**config.mk**
```make
export PLATFORM = sky130hd
export DESIGN_NAME = inst_fetch_queue_flat
export DESIGN_NICKNAME = d
export VERILOG_FILES = /design/src/rtl/inst_fetch_queue_if.sv /design/src/rtl/inst_fetch_queue.sv /design/src/flat_wrapper.sv
export SDC_FILE = /design/constraint.sdc
export NUM_CORES = 1
export LEC_CHECK = 0
export CAP_MARGIN = 20
export CORE_ASPECT_RATIO = 0.8
export CORE_MARGIN = 4
export CORE_UTILIZATION = 54
export CTS_BUF_LIST = sky130_fd_sc_hd__clkbuf_16
export DETAILED_ROUTE_END_ITERATION = 12
export PLACE_DENSITY = 0.85
export SYNTH_ARGS = -nofsm -noshare
export SYNTH_HDL_FRONTEND = slang
export SYNTH_SLANG_ARGS = --single-unit
```
**constraint.sdc**
```tcl
create_clock -name clk -period 6.2 [get_ports clk]
set_clock_uncertainty 0.2 [all_clocks]
set_input_delay 0.62 -clock clk [delete_from_list [all_inputs] [get_ports clk]]
set_output_delay 0.62 -clock clk [all_outputs]
set_load 0.05 [all_outputs]
```
**src/rtl/inst_fetch_queue_if.sv**
```systemverilog
// Handshake bundle between icache, the instruction fetch queue and decode.
// The queue itself uses the slave modport; the icache/decode side uses master.
interface inst_fetch_queue_if #(
  parameter int unsigned depth_width = 3
);
  logic                   icache_fq_valid;
  logic [31:0]            icache_fq_pc;
  logic [63:0]            icache_fq_dout;
  logic                   icache_fq_flag;
  logic                   fq_icache_stall;
  logic                   flush;
  logic                   fq_decode_valid0;
  logic                   fq_decode_valid1;
  logic [31:0]            fq_decode_inst0;
  logic [31:0]            fq_decode_inst1;
  logic [31:0]            fq_decode_pc0;
  logic [31:0]            fq_decode_pc1;
  logic                   decode_fq_ready;
  logic [depth_width:0]   fq_count;

  modport slave (
    input  icache_fq_valid, icache_fq_pc, icache_fq_dout, icache_fq_flag,
    input  flush, decode_fq_ready,
    output fq_icache_stall, fq_decode_valid0, fq_decode_valid1,
    output fq_decode_inst0, fq_decode_inst1, fq_decode_pc0, fq_decode_pc1,
    output fq_count
  );

  modport master (
    output icache_fq_valid, icache_fq_pc, icache_fq_dout, icache_fq_flag,
    output flush, decode_fq_ready,
    input  fq_icache_stall, fq_decode_valid0, fq_decode_valid1,
    input  fq_decode_inst0, fq_decode_inst1, fq_decode_pc0, fq_decode_pc1,
    input  fq_count
  );
endinterface

```
**src/rtl/inst_fetch_queue.sv**
```systemverilog
// Two-in/two-out circular instruction queue decoupling icache from decode.
// Outputs are combinational reads of registered state, masked to 0 when invalid.
module inst_fetch_queue #(
  parameter int unsigned depth_width = 3
) (
  input logic               clk,
  input logic               rstn,
  inst_fetch_queue_if.slave fq
);

  localparam int unsigned DEPTH = 2 ** depth_width;

  typedef logic [depth_width-1:0] ptr_t;
  typedef logic [depth_width:0]   cnt_t;

  logic [63:0] mem_q [DEPTH];

  ptr_t rp_q, rp_d;
  ptr_t wp_q, wp_d;
  cnt_t count_q, count_d;

  ptr_t        rp_p1;
  ptr_t        wp_p1;
  logic [1:0]  push_n;
  logic [1:0]  pop_n;
  logic        valid0;
  logic        valid1;
  logic        stall;
  logic [63:0] ent0;
  logic [63:0] ent1;

  // Stall depends only on registered occupancy: fewer than two free slots.
  assign stall  = (count_q >= cnt_t'(DEPTH - 1));
  assign valid0 = (count_q != '0);
  assign valid1 = (count_q >= cnt_t'(2));
  assign rp_p1  = rp_q + ptr_t'(1);
  assign wp_p1  = wp_q + ptr_t'(1);

  always_comb begin
    push_n = '0;
    pop_n  = '0;
    if (!fq.flush) begin
      if (fq.icache_fq_valid && !stall) begin
        push_n = fq.icache_fq_flag ? 2'd2 : 2'd1;
      end
      if (fq.decode_fq_ready) begin
        pop_n = {1'b0, valid0} + {1'b0, valid1};
      end
    end
  end

  always_comb begin
    rp_d    = rp_q;
    wp_d    = wp_q;
    count_d = count_q;
    if (fq.flush) begin
      rp_d    = '0;
      wp_d    = '0;
      count_d = '0;
    end else begin
      rp_d    = rp_q + ptr_t'(pop_n);
      wp_d    = wp_q + ptr_t'(push_n);
      count_d = count_q + cnt_t'(push_n) - cnt_t'(pop_n);
    end
  end

  always_ff @(posedge clk or negedge rstn) begin
    if (!rstn) begin
      rp_q    <= '0;
      wp_q    <= '0;
      count_q <= '0;
    end else begin
      rp_q    <= rp_d;
      wp_q    <= wp_d;
      count_q <= count_d;
    end
  end

  // Entry storage is not reset; stale data never escapes the valid masks.
  always_ff @(posedge clk) begin
    if (push_n != 2'd0) begin
      mem_q[wp_q] <= {fq.icache_fq_pc, fq.icache_fq_dout[31:0]};
    end
    if (push_n == 2'd2) begin
      mem_q[wp_p1] <= {fq.icache_fq_pc + 32'd4, fq.icache_fq_dout[63:32]};
    end
  end

  assign ent0 = mem_q[rp_q];
  assign ent1 = mem_q[rp_p1];

  assign fq.fq_icache_stall  = stall;
  assign fq.fq_decode_valid0 = valid0;
  assign fq.fq_decode_valid1 = valid1;
  assign fq.fq_decode_inst0  = valid0 ? ent0[31:0]  : '0;
  assign fq.fq_decode_pc0    = valid0 ? ent0[63:32] : '0;
  assign fq.fq_decode_inst1  = valid1 ? ent1[31:0]  : '0;
  assign fq.fq_decode_pc1    = valid1 ? ent1[63:32] : '0;
  assign fq.fq_count         = count_q;

endmodule

```
**src/flat_wrapper.sv**
```systemverilog
// flat-port wrapper written by rule: the top's interface ports become plain ports
module inst_fetch_queue_flat 
#(
  parameter int unsigned depth_width = 3
)
  (clk, rstn, fq_icache_fq_valid, fq_icache_fq_pc, fq_icache_fq_dout, fq_icache_fq_flag, fq_flush, fq_decode_fq_ready, fq_fq_icache_stall, fq_fq_decode_valid0, fq_fq_decode_valid1, fq_fq_decode_inst0, fq_fq_decode_inst1, fq_fq_decode_pc0, fq_fq_decode_pc1, fq_fq_count);
  inst_fetch_queue_if #(.depth_width(depth_width)) fq_i ();
  input logic clk;
  input logic rstn;
  input wire logic [$bits(fq_i.icache_fq_valid)-1:0] fq_icache_fq_valid;
  input wire logic [$bits(fq_i.icache_fq_pc)-1:0] fq_icache_fq_pc;
  input wire logic [$bits(fq_i.icache_fq_dout)-1:0] fq_icache_fq_dout;
  input wire logic [$bits(fq_i.icache_fq_flag)-1:0] fq_icache_fq_flag;
  input wire logic [$bits(fq_i.flush)-1:0] fq_flush;
  input wire logic [$bits(fq_i.decode_fq_ready)-1:0] fq_decode_fq_ready;
  output wire logic [$bits(fq_i.fq_icache_stall)-1:0] fq_fq_icache_stall;
  output wire logic [$bits(fq_i.fq_decode_valid0)-1:0] fq_fq_decode_valid0;
  output wire logic [$bits(fq_i.fq_decode_valid1)-1:0] fq_fq_decode_valid1;
  output wire logic [$bits(fq_i.fq_decode_inst0)-1:0] fq_fq_decode_inst0;
  output wire logic [$bits(fq_i.fq_decode_inst1)-1:0] fq_fq_decode_inst1;
  output wire logic [$bits(fq_i.fq_decode_pc0)-1:0] fq_fq_decode_pc0;
  output wire logic [$bits(fq_i.fq_decode_pc1)-1:0] fq_fq_decode_pc1;
  output wire logic [$bits(fq_i.fq_count)-1:0] fq_fq_count;
  assign fq_i.icache_fq_valid = fq_icache_fq_valid;
  assign fq_i.icache_fq_pc = fq_icache_fq_pc;
  assign fq_i.icache_fq_dout = fq_icache_fq_dout;
  assign fq_i.icache_fq_flag = fq_icache_fq_flag;
  assign fq_i.flush = fq_flush;
  assign fq_i.decode_fq_ready = fq_decode_fq_ready;
  assign fq_fq_icache_stall = fq_i.fq_icache_stall;
  assign fq_fq_decode_valid0 = fq_i.fq_decode_valid0;
  assign fq_fq_decode_valid1 = fq_i.fq_decode_valid1;
  assign fq_fq_decode_inst0 = fq_i.fq_decode_inst0;
  assign fq_fq_decode_inst1 = fq_i.fq_decode_inst1;
  assign fq_fq_decode_pc0 = fq_i.fq_decode_pc0;
  assign fq_fq_decode_pc1 = fq_i.fq_decode_pc1;
  assign fq_fq_count = fq_i.fq_count;
  inst_fetch_queue #(.depth_width(depth_width)) u_core (.clk(clk), .rstn(rstn), .fq(fq_i));
endmodule
```
[Yosys cells after proc, flatten, opt, wreduce, memory -nomap -nowiden]
Memory sizes are Yosys's and may differ from the RTL's.
Cells that the tools add are included.
W data, S select, Z words.
Storage, ports and cells
  register bits after elaboration: 10
  latch bits: 0
  memory bits (writable): 512
  ROM bits: 0
  bits of input ports: 102
  logic and storage cells: 35
  memories: 1
Memories
  u_core.mem_q: words 8, width 64, rd ports 2, clocked after Yosys merged registers in 0, wr ports 2, line inst_fetch_queue.sv:16  | logic [63:0] mem_q [DEPTH];
Cells by class
  $add $sub $neg: 8
  multiply operators: 0
  div/mod/pow operators: 0
  $lt $le $gt $ge: 2
  equality and inequality tests: 1
  shifts and indexed selects: 0
  muxes and demuxes: 16
  bitwise operators: 0
  reductions and logical operators: 4
Operators with widths (number)
  $mux W32: 4
  $add A32 B3 Y32 const B: 1
  $mux W2: 5
  $add A3 B1 Y3 const B: 2
  $add A3 B2 Y3: 2
  $mux W3: 2
  $add A4 B2 Y4: 1
  $ge A4 B2 Y1 const B: 1
  $ge A4 B3 Y1 const B: 1
  $mux W1: 4
  $mux W4: 1
  $reduce_bool A4 Y1: 1
  $sub A4 B2 Y4: 1
  $add A1 B1 Y2: 1
  $eq A2 B2 Y1 const B: 1
  $reduce_bool A2 Y1: 1
  $logic_and A1 B1 Y1: 1
  $logic_not A1 Y1: 1

[Logic depth before layout (Yosys ltp)]
  depth after elaboration: 8
  gate-level depth with buffers: 18
  depth with buffers taken out: 16

[Least setup slack after synthesis]
No wires, ideal clock.
  path kind: reg2reg
  from: register u_core.count_q[3], in the netlist u_core.fq.fq_count[3]
  to: memory u_core.mem_q[0][0] (enable)
  setup time: 0.580 ns
  arrival time: 6.333 ns
  data required time: 5.420 ns
  setup slack: -0.914 ns
  cell stages (with the launch flop): 7
  buffers on the path: 0
  cells stage by stage: dfrtp_1 inv_1 ha_1 a31oi_1 nand2_1 or2_2 o31ai_1
RTL lines
  from (decl): line inst_fetch_queue.sv:20  | cnt_t count_q, count_d;
  from (signal assigned): line inst_fetch_queue.sv:75  | count_q <= count_d;
  to (decl): line inst_fetch_queue.sv:16

[Worst setup path in the final report]
  from: register u_core.rp_q[0]
  to: output fq_fq_decode_inst1[14]
On the way
  word-level cells in the longest chain between the ends: 3
RTL lines
  from (decl): line inst_fetch_queue.sv:18  | ptr_t rp_q, rp_d;
  from (signal assigned): line inst_fetch_queue.sv:73  | rp_q <= rp_d;
  $add A3 B1 Y3: line inst_fetch_queue.sv:36  | assign rp_p1 = rp_q + ptr_t'(1);
  $mem_v2 Z8 W64
  $mux W32: line inst_fetch_queue.sv:97  | assign fq.fq_decode_inst1 = valid1 ? ent1[31:0] : '0;
  to (decl): line flat_wrapper.sv:20  | output wire logic [$bits(fq_i.fq_decode_inst1)-1:0] fq_fq_decode_inst1;
Every way passes these cells.

==> metrics.md <==
| Metric | Value |
|---|---|
| Most instantiated cells after synthesis | `nand2_1 (1060), edfxtp_1 (512), mux4_2 (256)` |
| Max Fclk | `190 MHz` |
| Ratio of cells with drive above 1 in the final layout | `14.8%` |
| Clock Latency Late Sink | `0.62 ns` |
| Critical path required time | `5.38 ns` |
| Min Hold Slack | `0.152 ns` |
| Post-synth top area cell | `edfxtp_1` |
| Clk sinks | `522` |
| Cell with the most instances after synthesis | `nand2_1` |
| DR iter-0 viols | `3391` |
| Drt first pass iters | `6` |
| First-pass GRT wire length | `146000 um` |
| Total die area | `62300 um^2` |
| # rows | `78` |
| Yosys cell types | `48` |
| Status | `finished clean` |
| Routed WL per cell | `26.9 um` |
| Worst-margin pin slew | `1.13 ns` |
| Gp weighted congestion | `0.802` |
| DP HPWL | `57400 um` |
| Final hold violations | `0` |
| RSZ-0062 raised after global routing | `false` |
| DRC viols | `0` |
| Synth Warn # | `0` |
| WL final | `97800 um` |
| Syn nets | `2903` |
| Die Y-Extent | `224 um` |
| H-tree levels | `2` |
| Final Net Count | `2958` |
| Clock Tree Buf Depth | `3` |
| WP data arrival | `4.45 ns` |
| P&R area growth vs syn | `13.4%` |
| Vias in the first global route | `24.6k` |
| Pwr per Cell Area | `414 nW/um^2` |
| IO Pins | `237` |
| Crit. End Element | `output pin` |
| Initial core utilization | `55.1%` |
| FILL cells | `4106` |
| Final Cycle Share | `85.0%` |
| MaxCap Viol Count | `0` |
| Worst-path maximum fanout | `54` |
| Port-buffer cells | `236` |
| Relative slew slack | `24.2%` |
| Yosys reg bits | `522` |
| Setup TNS | `0 ns` |
| Leak | `12.4 nW` |
| Largest net degree at the start of global routing | `143` |
| Worst Hold Class | `in2async` |
| Ys async rst share | `1.92%` |
| CP Class | `reg2out` |
| Synthesized area per cell | `11.3 um^2` |
| CTS Hold Bufs | `0` |
| Post-synth EDFFs | `512` |
| Vias per cell | `6.59` |
| Vias | `24.0k` |
| Synthesized instance count | `2785` |
| PostCTS Resize Cnt | `0` |
| Total GRT Usage | `30.8%` |
| Ranking of synthesized cells by area | `edfxtp_1 (49%), mux4_2 (18%), nand2_1 (13%)` |
| CTS tree | `built` |
| Number of post-CTS setup repair buffers | `0` |
| Core area | `57200 um^2` |
| Antenna-violating nets left | `0` |
| VDD IR max | `0.000368 V` |
| Seq/Total Area, Yosys | `49.6%` |
| Root Buffer Master | `clkbuf_16` |
| Post-Syn Area | `31500 um^2` |
| Gr ovfl total | `0` |
| Die width | `278 um` |
| Antenna violations before repair | `7` |
| CTS Buf Count | `54` |
| Fin crit period | `5.27 ns` |
| Share of the synthesized area in the top cell type | `48.8%` |
| Synth Flop Type | `edfxtp_1` |
| Startpoint Class | `register` |
| Slew Limit Fails | `0` |
| Reg clk slew, reported paths | `0.06 ns` |
| Setup Viol. Count Final | `0` |
-- placed cells by master, fill, tap and decap left out, types with 3 or more instances in the layout --
| cell type | count |
|---|---|
| nand2_1 | 1060 |
| edfxtp_1 | 512 |
| mux4_2 | 256 |
| clkdlybuf4s50_1 | 236 |
| nor2_1 | 167 |
| xnor2_1 | 143 |
| xor2_1 | 95 |
| a21oi_1 | 65 |
| mux2i_1 | 64 |
| clkbuf_16 | 55 |
| buf_4 | 40 |
| inv_1 | 26 |
| clkinv_1 | 16 |
| ha_1 | 11 |
| nor2_4 | 9 |
| nand3_1 | 9 |
| clkinv_2 | 8 |
| dfrtp_1 | 7 |
| nor2b_1 | 6 |
| o21ai_4 | 6 |
| and4_1 | 5 |
| nor4_4 | 5 |
| buf_12 | 5 |
| and3_1 | 4 |
| and3_2 | 4 |
| or3_1 | 4 |
| or3_2 | 4 |
| nor3_2 | 4 |
| fa_1 | 4 |
| bufinv_16 | 4 |
| nand4_1 | 3 |
| nor3_1 | 3 |
| nand3_4 | 3 |
| dfrtp_4 | 3 |
-- sequential cells by signal, indices dropped and copies added (netlist names) --
| register | count |
|---|---|
| u_core.mem_q | 512 |
| u_core.wp_q | 3 |
| u_core.fq.fq_count | 4 |
| u_core.rp_q | 3 |
-- worst paths after layout --
kind | startpoint | cells after the start | slack, ns | to
max in group asynchronous | rstn | 1 | 5.24 | u_core.rp_q[2]
min in group clk | u_core.wp_q[1] | 2 | 0.56 | u_core.wp_q[1]
worst max-delay path | u_core.rp_q[0] | 6 | 0.93 | fq_fq_decode_inst1[14]
worst min-delay path | rstn | 1 | 0.15 | u_core.fq.fq_count[1]
worst max register to register | u_core.fq.fq_count[3] | 8 | 1.44 | u_core.mem_q[4][32]
worst min register to register | u_core.wp_q[1] | 2 | 0.56 | u_core.wp_q[1]
-- layout make-up --
| type | instances | area (um^2) | share of cell area [%] |
|---|---|---|---|
| multi-input combinational | 1962 | 14600 | 41.0 |
| clock inverter | 40 | 278 | 0.778 |
| clock buffer | 55 | 1380 | 3.85 |
| antenna | 2 | 5.00 | 0.0140 |
| tap | 760 | 951 | 2.66 |
| inverter | 18 | 67.6 | 0.189 |
| timing repair buffer | 282 | 2770 | 7.75 |
| sequential | 522 | 15600 | 43.8 |
-- metal layers --
layer	wire length (um)	share of wire [%]	track usage (%)	up-vias
met4	5080	5.2	15.0	12
met2	45200	46	48.4	2153
met1	32500	33	39.4	11700
met3	15000	15	9.33	409
met5	77	0.079	0	-
li1	-	-	-	9765
-- per-stage QoR --
step           power (mW)  utilization [%]  cell area (um^2)  std cells  worst slack (ns)
6_report             14.8             62.4             35700       3641             0.929
5_1_grt              15.3             62.4             35700       3639             0.655
4_1_cts              14.8             62.4             35700       3638             0.855
3_5_place_dp         11.7             59.5             34000       3543              1.40
3_3_place_gp         11.5             59.5             34000       3543              1.50
2_1_floorplan        9.48                -             31500       2785            -0.701
-- logic make-up after synthesis --
group | after synthesis | share of synthesized area, %
and+or+nand+nor | 1311 | 16.8
AOI/OAI and AO/OA | 75 | 1.22
DFF | 522 | 49.6
xor gates and xnor gates | 240 | 6.67
buffers and inverters | 301 | 4.67
muxes | 320 | 20.3
adders and majority gates | 16 | 0.731
-- critical path: stages, from the launching register on --
cell and delay [ns]:
dfrtp_4 1.01, ha_4 0.71, buf_4 0.55, mux4_2 0.58, nand2_1 0.08, a21oi_1 0.10, clkdlybuf4s50_1 0.77
-- power by group --
group          switching (mW)  internal, mW
Clock                    1.40          1.76
Combinational            4.58          2.86
Sequential              0.179          4.02
No activity file was read; power rests on OpenSTA's default activity.
